### config.mk
export PLATFORM = sky130hd
export DESIGN_NAME = fetch_unit
export DESIGN_NICKNAME = d
export VERILOG_FILES = /design/src/rtl/fetch_pkg.sv /design/src/rtl/fetch_perf_cnt.sv /design/src/rtl/fetch_unit.sv
export SDC_FILE = /design/constraint.sdc
export NUM_CORES = 1
export LEC_CHECK = 0
export ABC_AREA = 1
export CAP_MARGIN = 0
export CORE_ASPECT_RATIO = 0.8
export CORE_MARGIN = 1.5
export CORE_UTILIZATION = 37
export DETAILED_ROUTE_END_ITERATION = 12
export PLACE_DENSITY = 0.84
export SLEW_MARGIN = 20
export SYNTH_ARGS = -nofsm -noshare
export SYNTH_HDL_FRONTEND = slang
export SYNTH_SLANG_ARGS = --single-unit
export TNS_END_PERCENT = 30
### constraint.sdc
create_clock -name clk -period 1.29 [get_ports clk]
set_input_delay 0.258 -clock clk [delete_from_list [all_inputs] [get_ports clk]]
set_output_delay 0.258 -clock clk [all_outputs]
set_load 0.02 [all_outputs]
### src/rtl/fetch_pkg.sv
`default_nettype none
// ============================================================================
// Module      : fetch_pkg
// Description : Shared types and constants for the fetch stage and the
//               next-PC block (state encoding, reset PC, branch selects).
// Revision    : 1.0 - initial release
// ============================================================================
package fetch_pkg;

    localparam int          FETCH_W_DEFAULT  = 32;
    localparam logic [31:0] DEFAULT_RESET_PC = 32'h0000_0000;

    // Branch-select encoding understood by the next-PC block
    localparam logic [2:0] BR_SEQ  = 3'd0;
    localparam logic [2:0] BR_JAL  = 3'd1;
    localparam logic [2:0] BR_JALR = 3'd2;
    localparam logic [2:0] BR_BEQ  = 3'd4;
    localparam logic [2:0] BR_BNE  = 3'd5;
    localparam logic [2:0] BR_BLT  = 3'd6;
    localparam logic [2:0] BR_BGE  = 3'd7;

    typedef enum logic [2:0] {
        ST_FETCH = 3'd0,
        ST_WAIT  = 3'd1,
        ST_VALID = 3'd2,
        ST_DONE  = 3'd3,
        ST_HALT  = 3'd4
    } fetch_state_t;

endpackage
`default_nettype wire

### src/rtl/fetch_perf_cnt.sv
`default_nettype none
// ============================================================================
// Module      : fetch_perf_cnt
// Description : Completed-fetch and stall-cycle counters for the fetch stage.
//               Both counters are 32-bit, free-running and wrap naturally.
// Revision    : 1.0 - initial release
// ============================================================================
module fetch_perf_cnt (
    input  logic        clk,
    input  logic        reset,
    input  logic        inc_fetch,
    input  logic        inc_stall,
    output logic [31:0] fetch_cnt,
    output logic [31:0] stall_cnt
);

    logic [31:0] fetch_cnt_q, fetch_cnt_d;
    logic [31:0] stall_cnt_q, stall_cnt_d;

    // Next counter values
    always_comb begin
        fetch_cnt_d = fetch_cnt_q;
        stall_cnt_d = stall_cnt_q;
        if (inc_fetch) fetch_cnt_d = fetch_cnt_q + 32'd1;
        if (inc_stall) stall_cnt_d = stall_cnt_q + 32'd1;
    end

    // Counter registers, cleared by the active-low synchronous reset
    always_ff @(posedge clk) begin
        if (!reset) begin
            fetch_cnt_q <= 32'd0;
            stall_cnt_q <= 32'd0;
        end else begin
            fetch_cnt_q <= fetch_cnt_d;
            stall_cnt_q <= stall_cnt_d;
        end
    end

    assign fetch_cnt = fetch_cnt_q;
    assign stall_cnt = stall_cnt_q;

endmodule
`default_nettype wire

### src/rtl/fetch_unit.sv
`default_nettype none
// ============================================================================
// Module      : fetch_unit
// Description : PC register and instruction-fetch stage. Fetches the word at
//               pc over req/gnt + rvalid, hands it to decode over valid/ready
//               and loads next_pc when the core retires an instruction.
//               Optional macro FETCH_PERF_CNT_EN builds the performance
//               counters; otherwise the counter ports are tied to zero.
// Revision    : 1.0 - initial release
// ============================================================================
module fetch_unit
    import fetch_pkg::*;
#(
    parameter int                 FETCH_W  = FETCH_W_DEFAULT,
    parameter logic [FETCH_W-1:0] RESET_PC = DEFAULT_RESET_PC
) (
    input  logic               clk,
    input  logic               reset,
    input  logic [FETCH_W-1:0] next_pc,
    input  logic               pc_we,
    output logic [FETCH_W-1:0] pc,
    output logic               imem_req,
    output logic [FETCH_W-1:0] imem_addr,
    input  logic               imem_gnt,
    input  logic               imem_rvalid,
    input  logic [FETCH_W-1:0] imem_rdata,
    output logic [FETCH_W-1:0] instr,
    output logic               instr_valid,
    input  logic               instr_ready,
    output logic               misaligned,
    output logic               protocol_err,
    output logic [31:0]        perf_fetch_cnt,
    output logic [31:0]        perf_stall_cnt
);

    fetch_state_t       state_q, state_d;
    logic [FETCH_W-1:0] pc_q, pc_d;
    logic [FETCH_W-1:0] instr_q, instr_d;
    logic               instr_valid_q, instr_valid_d;
    logic               misaligned_q, misaligned_d;
    logic               protocol_err_q, protocol_err_d;

    logic               w_handshake;
    logic               w_pc_ok;

    // instr_valid_q is high exactly while in VALID, so it qualifies the handshake
    assign w_handshake = instr_valid_q & instr_ready;
    assign w_pc_ok     = (state_q == ST_DONE) || ((state_q == ST_VALID) && w_handshake);

    // Next-state, fetch capture and retire (pc_we) handling
    always_comb begin
        state_d        = state_q;
        pc_d           = pc_q;
        instr_d        = instr_q;
        instr_valid_d  = instr_valid_q;
        misaligned_d   = misaligned_q;
        protocol_err_d = protocol_err_q;

        case (state_q)
            ST_FETCH: begin
                if (imem_gnt) begin
                    if (imem_rvalid) begin
                        // Zero-latency memory: skip WAIT entirely
                        instr_d       = imem_rdata;
                        instr_valid_d = 1'b1;
                        state_d       = ST_VALID;
                    end else begin
                        state_d = ST_WAIT;
                    end
                end
            end
            ST_WAIT: begin
                if (imem_rvalid) begin
                    instr_d       = imem_rdata;
                    instr_valid_d = 1'b1;
                    state_d       = ST_VALID;
                end
            end
            ST_VALID: begin
                if (w_handshake) begin
                    instr_valid_d = 1'b0;
                    state_d       = ST_DONE;
                end
            end
            ST_DONE:  state_d = ST_DONE;
            ST_HALT:  state_d = ST_HALT;
            default:  state_d = ST_FETCH;
        endcase

        // Retire overrides the DONE transition; misaligned targets park in HALT
        if (pc_we) begin
            if (w_pc_ok) begin
                pc_d = next_pc;
                if (next_pc[1:0] != 2'b00) begin
                    misaligned_d = 1'b1;
                    state_d      = ST_HALT;
                end else begin
                    state_d = ST_FETCH;
                end
            end else begin
                protocol_err_d = 1'b1;
            end
        end
    end

    // State and datapath registers with synchronous active-low reset
    always_ff @(posedge clk) begin
        if (!reset) begin
            state_q        <= ST_FETCH;
            pc_q           <= RESET_PC;
            instr_q        <= '0;
            instr_valid_q  <= 1'b0;
            misaligned_q   <= 1'b0;
            protocol_err_q <= 1'b0;
        end else begin
            state_q        <= state_d;
            pc_q           <= pc_d;
            instr_q        <= instr_d;
            instr_valid_q  <= instr_valid_d;
            misaligned_q   <= misaligned_d;
            protocol_err_q <= protocol_err_d;
        end
    end

    // Request is suppressed during the reset cycle itself
    assign imem_req     = reset && (state_q == ST_FETCH);
    assign imem_addr    = pc_q;
    assign pc           = pc_q;
    assign instr        = instr_q;
    assign instr_valid  = instr_valid_q;
    assign misaligned   = misaligned_q;
    assign protocol_err = protocol_err_q;

`ifdef FETCH_PERF_CNT_EN
    logic w_valid_entry;
    logic w_stall;

    assign w_valid_entry = (state_d == ST_VALID) && (state_q != ST_VALID);
    assign w_stall       = ((state_q == ST_FETCH) && !imem_gnt) ||
                           ((state_q == ST_VALID) && !instr_ready);

    fetch_perf_cnt u_perf (
        .clk       (clk),
        .reset     (reset),
        .inc_fetch (w_valid_entry),
        .inc_stall (w_stall),
        .fetch_cnt (perf_fetch_cnt),
        .stall_cnt (perf_stall_cnt)
    );
`else
    assign perf_fetch_cnt = 32'd0;
    assign perf_stall_cnt = 32'd0;
`endif

endmodule
`default_nettype wire
## Word-level counts from Yosys, hierarchy flattened

Index checks and enable logic that the tools add are counted.

| storage, ports and cells | value |
|---|---|
| bits in registers | 70 |
| bits of input ports | 70 |
| output and inout bits | 164 |
| logic and storage cells | 41 |

| cells by class | value |
|---|---|
| equality and inequality tests | 6 |
| multiplexer cells | 15 |
| bitwise gates (word level) | 2 |
| reduce and logical (&&, ||, !) cells | 12 |

Operators by type and width:

| operator | count |
|---|---|
| $mux 32 | 2 |
| $pmux 32 s2 | 1 |
| $mux 3 | 6 |
| $pmux 3 s5 | 1 |
| $eq 3x2->1 const B | 2 |
| $reduce_and 2->1 | 3 |
| $reduce_and 3->1 | 2 |
| $ne 2x2->1 const B | 2 |
| $reduce_bool 2->1 | 2 |
| $eq 3x1->1 const B | 1 |
| $eq 3x3->1 const B | 1 |
| $logic_not 3->1 | 1 |
| $mux 1 | 3 |
| $pmux 1 s3 | 1 |
| $reduce_bool 3->1 | 1 |
| $logic_and 1x1->1 | 2 |
| $mux 2 | 1 |
| $and 1x1->1 | 1 |
| $logic_or 1x1->1 | 1 |
| $not 1->1 | 1 |

## Logic depth before layout (Yosys ltp)

Gate-level depths: netlist (run 1).

| depth | value |
|---|---|
| depth in word-level cells | 5 |
| depth in mapped cells | 7 |

## Worst setup path after synthesis (run 1)

Ideal clock, no wire load.

| path | value |
|---|---|
| path type | in2out |
| from | in reset |
| to | out imem_req |
| arrival time | 1123 ps |
| data required time | 1032 ps |
| setup slack | -91 ps |
| stages | 3 |
| buffers on the path | 1 |
| path through | buf_2 clkinv_1 nor3_1 |

| on the way | value |
|---|---|
| word-level cells in the longest chain between the ends | 1 |

Ends and longest elaborated chain:

| item | RTL line | text |
|---|---|---|
| from (decl) | fetch_unit.sv:18 | `input logic reset,` |
| $logic_and 1x1->1 | fetch_unit.sv:126 | `assign imem_req = reset && (state_q == ST_FETCH);` |
| to (decl) | fetch_unit.sv:22 | `output logic imem_req,` |

No other way between the ends.

## Worst setup path in the final report (run 1)

Ends and elaborated chain as after synthesis.

==> results.py, run 1 <==
metrics = {
    "outcome": {
        "run_status": "finished with violations",
        "violations": "setup timing",
    },
    "grt": {
        "busiest_layer": "met2",
        "use_met1": 0.201,
        "grt_pass1_vias": 3080,
        "antenna_found_initial": 0,
        "grt_use_met2": 0.308,
        "grt_use_total": 0.172,
        "overflow": 0,
        "grt_pass1_wl_um": 14400,
        "grt_max_degree": 37,
        "use_met3": 0.0394,
    },
    "timing": {
        "period_minus_slack_ns": 1.42,
        "setup_slack_ns": -0.135,
        "period_share": 1.10,
        "fmax_ghz": 0.702,
        "setup_violations": 35,
        "finalClockSkew_ns": 0.00617,
        "hold_violations": 0,
        "rsz0062_at_grt": "true",
        "finalMaxSlewViolations": 0,
    },
    "drt": {
        "wire_per_inst_um": 12.9,
        "dr.pass1.iters": 4,
        "final_antenna_net_count": 0,
        "vias_per_cell": 4.44,
        "drtIter0Drc": 150,
        "vias": 3342,
        "wirelength_um": 9710,
        "drcViolationCount": 0,
    },
    "pwr": {
        "power_leakage_nw": 2.52,
        "powerDensity_mw_per_mm2": 1130,
        "max-vdd-ir-drop_uv": 569,
    },
    "place": {
        "port_buffers": 169,
        "dp_hpwl_um": 6890,
        "dp.cells": 730,
        "gp_congestion": 0.763,
    },
    "flow_run": {
        "max_cap_viol_count": 0,
    },
    "logic_synthesis": {
        "synth-edff-count": 0,
        "synthTopCellsByCount": "nand2_1 (107), buf_4 (99), dfxtp_1 (70)",
        "syn_area_per_cell_sq_um": 7.30,
        "syn_area_sq_mm": 0.00359,
        "synth_seq_area_share": 0.391,
        "netlist_instances": 491,
        "synthFlopType": "dfxtp_1",
        "synth_most_common_cell": "nand2_1",
        "yosys_warnings": 0,
        "async_reset_ff_frac": 0,
        "ys_types": 20,
        "synth_top_area_share": 0.391,
        "yosys-top-cells-area": "dfxtp_1 (39%), buf_4 (21%), nand2_1 (11%)",
        "yosysTopAreaCell": "dfxtp_1",
        "synth_seq_cells": 70,
    },
    "layout": {
        "nets": 703,
        "drive_gt1_frac": 0.193,
        "stdcell_count": 753,
        "post-route-util": 0.560,
        "diodes": 0,
        "area_growth_pct": 44.1,
    },
    "critical_path": {
        "arrival_ns": 1.17,
        "cp-end-kind": "output port",
        "critPathKind": "in -> out",
        "r2r-start": "state_q[1]",
        "timing.rr.end": "imem_addr[4]",
        "cpMaxStageDelayCell": "clkdlybuf4s50_1",
        "worstPathMaxFanout": 2,
        "cp_cell_sequence": "clkdlybuf4s50_1 -> clkinv_2 -> nor3_4 -> buf_6",
        "ff2ff_path_depth": 8,
        "cpPeakStageDelay_ns": 0.50,
        "r2r_setup_slack_ns": -0.09,
        "worstPathRequired_ns": 1.03,
        "critPathLaunchType": "input port",
    },
    "cts": {
        "cts-htree-levels": 3,
        "root_buffer": "clkbuf_16",
        "insertion_delay_ns": 0.32,
        "cts_sinks": 70,
        "numCtsBuffers": 9,
        "cts_tree": "done",
        "cts_hold_buf": 0,
        "clk_pin_slew_ns": 0.06,
        "clockBufferDepth": 2,
    },
    "floorplan": {
        "fp-row-count": 31,
        "initial_core_util": 0.388,
        "dieArea_sq_mm": 0.0103,
        "pin_count": 234,
        "fp.dieW_um": 113,
        "core_sq_mm": 0.00923,
        "fp.dieH_um": 91.1,
    },
    "worst_hold_path": {
        "min_from": "instr[28]",
        "hold_path.class": "reg -> reg",
        "holdPathStages": 2,
        "holdPathEnd": "instr[28]",
    },
}
cells in the final DEF (no fill, tap or decap), types with 6 or more instances in the layout:
cell type,synthesis,final
clkbuf_16,0,13
buf_4,99,12
clkdlybuf4s15_1,0,24
clkdlybuf4s15_2,0,14
nor2_1,66,60
dfxtp_1,70,65
a21oi_1,35,35
conb_1,1,64
nor2_2,0,6
clkbuf_2,1,46
inv_1,41,39
nand3_1,7,7
dlygate4sd2_1,0,14
nand4_1,33,33
nand2_1,107,103
clkdlybuf4s50_1,0,69
worst max path at each step:
stage,from,end,depth (start not counted)
4_1_cts,reset,imem_req,4
2_1_floorplan,reset,imem_req,3
3_3_place_gp,reset,imem_req,4
6_report,reset,imem_req,4
3_5_place_dp,reset,imem_req,4
5_1_grt,state_q[0],imem_req,4
final cells by class:
type / instances / area (sq um)
Fill cell: 857 / 4060
Timing Repair Buffer: 190 / 1750
Multi-Input combinational cell: 319 / 1420
Sequential cell: 70 / 1410
Clock buffer: 9 / 225
Inverter: 43 / 163
Tap cell: 115 / 144
Clock inverter: 7 / 61.3
per-layer routing:
metal,routed length (um),part of all wire
met1,3960,0.41
met2,5050,0.52
met3,604,0.062
met4,94,0.0097
met5,0,0
critical path: cells and delay by family:
family,cells,cell delay [ns]
buf+inv,3,0.75
simple gates,1,0.16
through the flow:
stage | setup slack (ns) | hold slack [ns] | power (W) | cell area, sq um | TNS, ns
6_report | -0.135 | 0.457 | 0.00585 | 5170 | -2.19
5_1_grt | -0.200 | 0.480 | 0.00612 | 5170 | -5.09
4_1_cts | -0.211 | 0.460 | 0.00585 | 5190 | -0.220
3_5_place_dp | -0.274 | 0.452 | 0.00356 | 4940 | -15.17
3_3_place_gp | -0.236 | 0.443 | 0.00354 | 4940 | -13.28
2_1_floorplan | 0.0670 | 0.389 | 0.00319 | 3830 | 0
flip-flops by register name, summed over array words and instances, names as in the netlist:
name,cells
misaligned,1
protocol_err,1
instr_valid,1
imem_addr,32
instr,32
state_q,3
cells by family after synthesis:
logic type	after synthesis	synth area share
simple gates	219	0.265
buf+inv	165	0.293
flops	70	0.391
compound gates	36	0.0502
other cells	1	0.00105
repair_timing:
action / in CTS / in global routing
setup buffers: 0 / 3
pin swaps: 0 / 5
endpoints found under the setup margin: 100 / 97
gates cloned: 0 / 4
hold endpoints to repair: 0 / 0
gates resized for setup: 165 / 103
power breakdown:
part           total (W)  switching [W]  leakage [nW]  internal (W)
logic            0.00119       0.000700          1.82      0.000493
registers        0.00232      0.0000628         0.572       0.00226
clock network    0.00233       0.000994         0.135       0.00134
Power figures use the tool's default switching activity.
==> inputs of run 2 (changes only) <==
Settings changed: RECOVER_POWER set to 50, REMOVE_ABC_BUFFERS set to 1.
==> results.py, run 2 (synthesized netlist as in run 1, its figures left out) <==
metrics = {
    "outcome": {
        "run_status": "finished with violations",
        "violations": "setup timing",
    },
    "timing": {
        "rsz0062_at_grt": "true",
        "setup_slack_ns": -0.0191,
        "setup_violations": 1,
        "hold_violations": 0,
        "fmax_ghz": 0.764,
        "period_share": 1.01,
        "period_minus_slack_ns": 1.31,
        "finalClockSkew_ns": 0.00703,
        "finalMaxSlewViolations": 0,
    },
    "grt": {
        "grt_max_degree": 37,
        "overflow": 0,
        "antenna_found_initial": 0,
        "grt_use_total": 0.177,
        "grt_pass1_wl_um": 14600,
        "grt_pass1_vias": 2970,
    },
    "drt": {
        "wirelength_um": 9920,
        "final_antenna_net_count": 0,
        "vias_per_cell": 4.44,
        "vias": 3378,
        "drcViolationCount": 0,
        "wire_per_inst_um": 13.0,
        "drtIter0Drc": 130,
        "dr.pass1.iters": 4,
    },
    "critical_path": {
        "critPathLaunchType": "flip-flop",
        "arrival_ns": 1.05,
        "critPathKind": "reg -> out",
        "cp-end-kind": "output port",
        "worstPathMaxFanout": 2,
        "worstPathRequired_ns": 1.03,
    },
    "pwr": {
        "powerDensity_mw_per_mm2": 1250,
        "pwr-share-comb": 0.188,
        "internal_power_w": 0.00498,
        "p_sw_w": 0.00167,
        "max-vdd-ir-drop_uv": 606,
        "power_leakage_nw": 2.49,
        "p_clk_frac": 0.464,
        "seqPwrFrac": 0.349,
        "switching_share": 0.251,
    },
    "cts": {
        "cts_sinks": 70,
        "clockBufferDepth": 2,
        "cts_tree": "done",
        "cts-htree-levels": 3,
        "root_buffer": "clkbuf_16",
        "clk_pin_slew_ns": 0.05,
        "insertion_delay_ns": 0.32,
        "numCtsBuffers": 9,
        "cts_hold_buf": 0,
    },
    "layout": {
        "drive_gt1_frac": 0.124,
        "fin_area_sq_mm": 0.00530,
        "fill_cells": 869,
        "nets": 711,
        "final_common_cell": "nand2_1",
        "diodes": 0,
        "area_growth_pct": 47.9,
        "final_cell_mix": "nand2_1 (102), clkdlybuf4s50_1 (68), dfxtp_1 (67)",
    },
    "floorplan": {
        "core_sq_mm": 0.00923,
        "fp.dieH_um": 91.1,
        "pin_count": 234,
        "fp-row-count": 31,
        "dieArea_sq_mm": 0.0103,
        "initial_core_util": 0.388,
        "fp.dieW_um": 113,
    },
    "place": {
        "placed_area_sq_mm": 0.00500,
        "gp_congestion": 0.777,
        "pre_cts_ws_ns": -0.873,
        "port_buffers": 169,
        "dp_hpwl_um": 7010,
    },
    "flow_run": {
        "max_cap_viol_count": 0,
    },
    "worst_hold_path": {
        "hold_path.class": "reg -> reg",
    },
}
[run 2: changes by cell type in the layout (fill, tap and decap cells not counted), moves of 3 or more]
cell	change
clkdlybuf4s15_1	+12
clkbuf_1	+37
inv_6	-3
clkdlybuf4s15_2	-5
buf_6	+3
bufinv_16	+4
clkbuf_2	-43
buf_4	+5
[run 2: path summary, 6_finish.rpt]
path | start | endpoint | slack [ns] | depth (start not counted)
worst min-delay path | instr[8] | instr[8] | 0.46 | 2
worst max-delay path | state_q[0] | imem_req | -0.02 | 4
worst min register to register | instr[8] | instr[8] | 0.46 | 2
worst max register to register | state_q[2] | imem_addr[18] | 0.01 | 7
[run 2: routing by layer]
layer / up-vias / wire length [um] / track usage
li1: 1668 / - / -
met5: - / 0 / 0
met3: 12 / 589 / 0.0461
met2: 137 / 5090 / 0.309
met4: 0 / 139 / 0.0656
met1: 1561 / 4100 / 0.208
[run 2: final cells by class]
cell class	count	area (sq um)	share of cell area
Timing Repair Buffer	198	1780	0.336
Multi-Input combinational cell	319	1430	0.269
Sequential cell	70	1410	0.265
Clock buffer	11	253	0.0477
Inverter	43	163	0.0307
Tap cell	115	144	0.0271
Clock inverter	5	129	0.0243
[run 2: critical path, stage by stage, from the launching register on]
cell	delay, ns
dfxtp_2	0.32
inv_2	0.07
nand2_4	0.06
nor3_4	0.14
buf_6	0.14
[run 2: power by group through the flow]
stage | Clock (W) | Combinational, W | Sequential [W]
6_report | 0.00308 | 0.00125 | 0.00232
5_1_grt | 0.00327 | 0.00133 | 0.00233
3_5_place_dp | 0 | 0.00123 | 0.00236
2_1_floorplan | 0 | 0.000422 | 0.00251
4_1_cts | 0.00316 | 0.00117 | 0.00232
3_3_place_gp | 0 | 0.00120 | 0.00236
[run 2: metrics by stage]
step | hold WS, ns | power [W] | setup TNS [ns] | instances | util
floorplan | 0.378 | 0.00293 | -22.78 | 432 | -
global placement | 0.441 | 0.00356 | -14.37 | 738 | 0.541
detailed placement | 0.453 | 0.00359 | -16.58 | 738 | 0.541
CTS | 0.458 | 0.00664 | -0.117 | 754 | 0.577
global route | 0.483 | 0.00693 | -1.60 | 761 | 0.574
finish | 0.462 | 0.00665 | -0.0191 | 761 | 0.574
[run 2: repair_timing]
| item | 4_1_cts | 5_1_grt |
|---|---|---|
| hold endpoints to repair | 0 | 0 |
| buffers inserted | 0 | 3 |
| pin swaps | 1 | 32 |
| gates resized for setup | 154 | 110 |
| endpoints found under the setup margin | 100 | 125 |
| gates cloned | 0 | 4 |
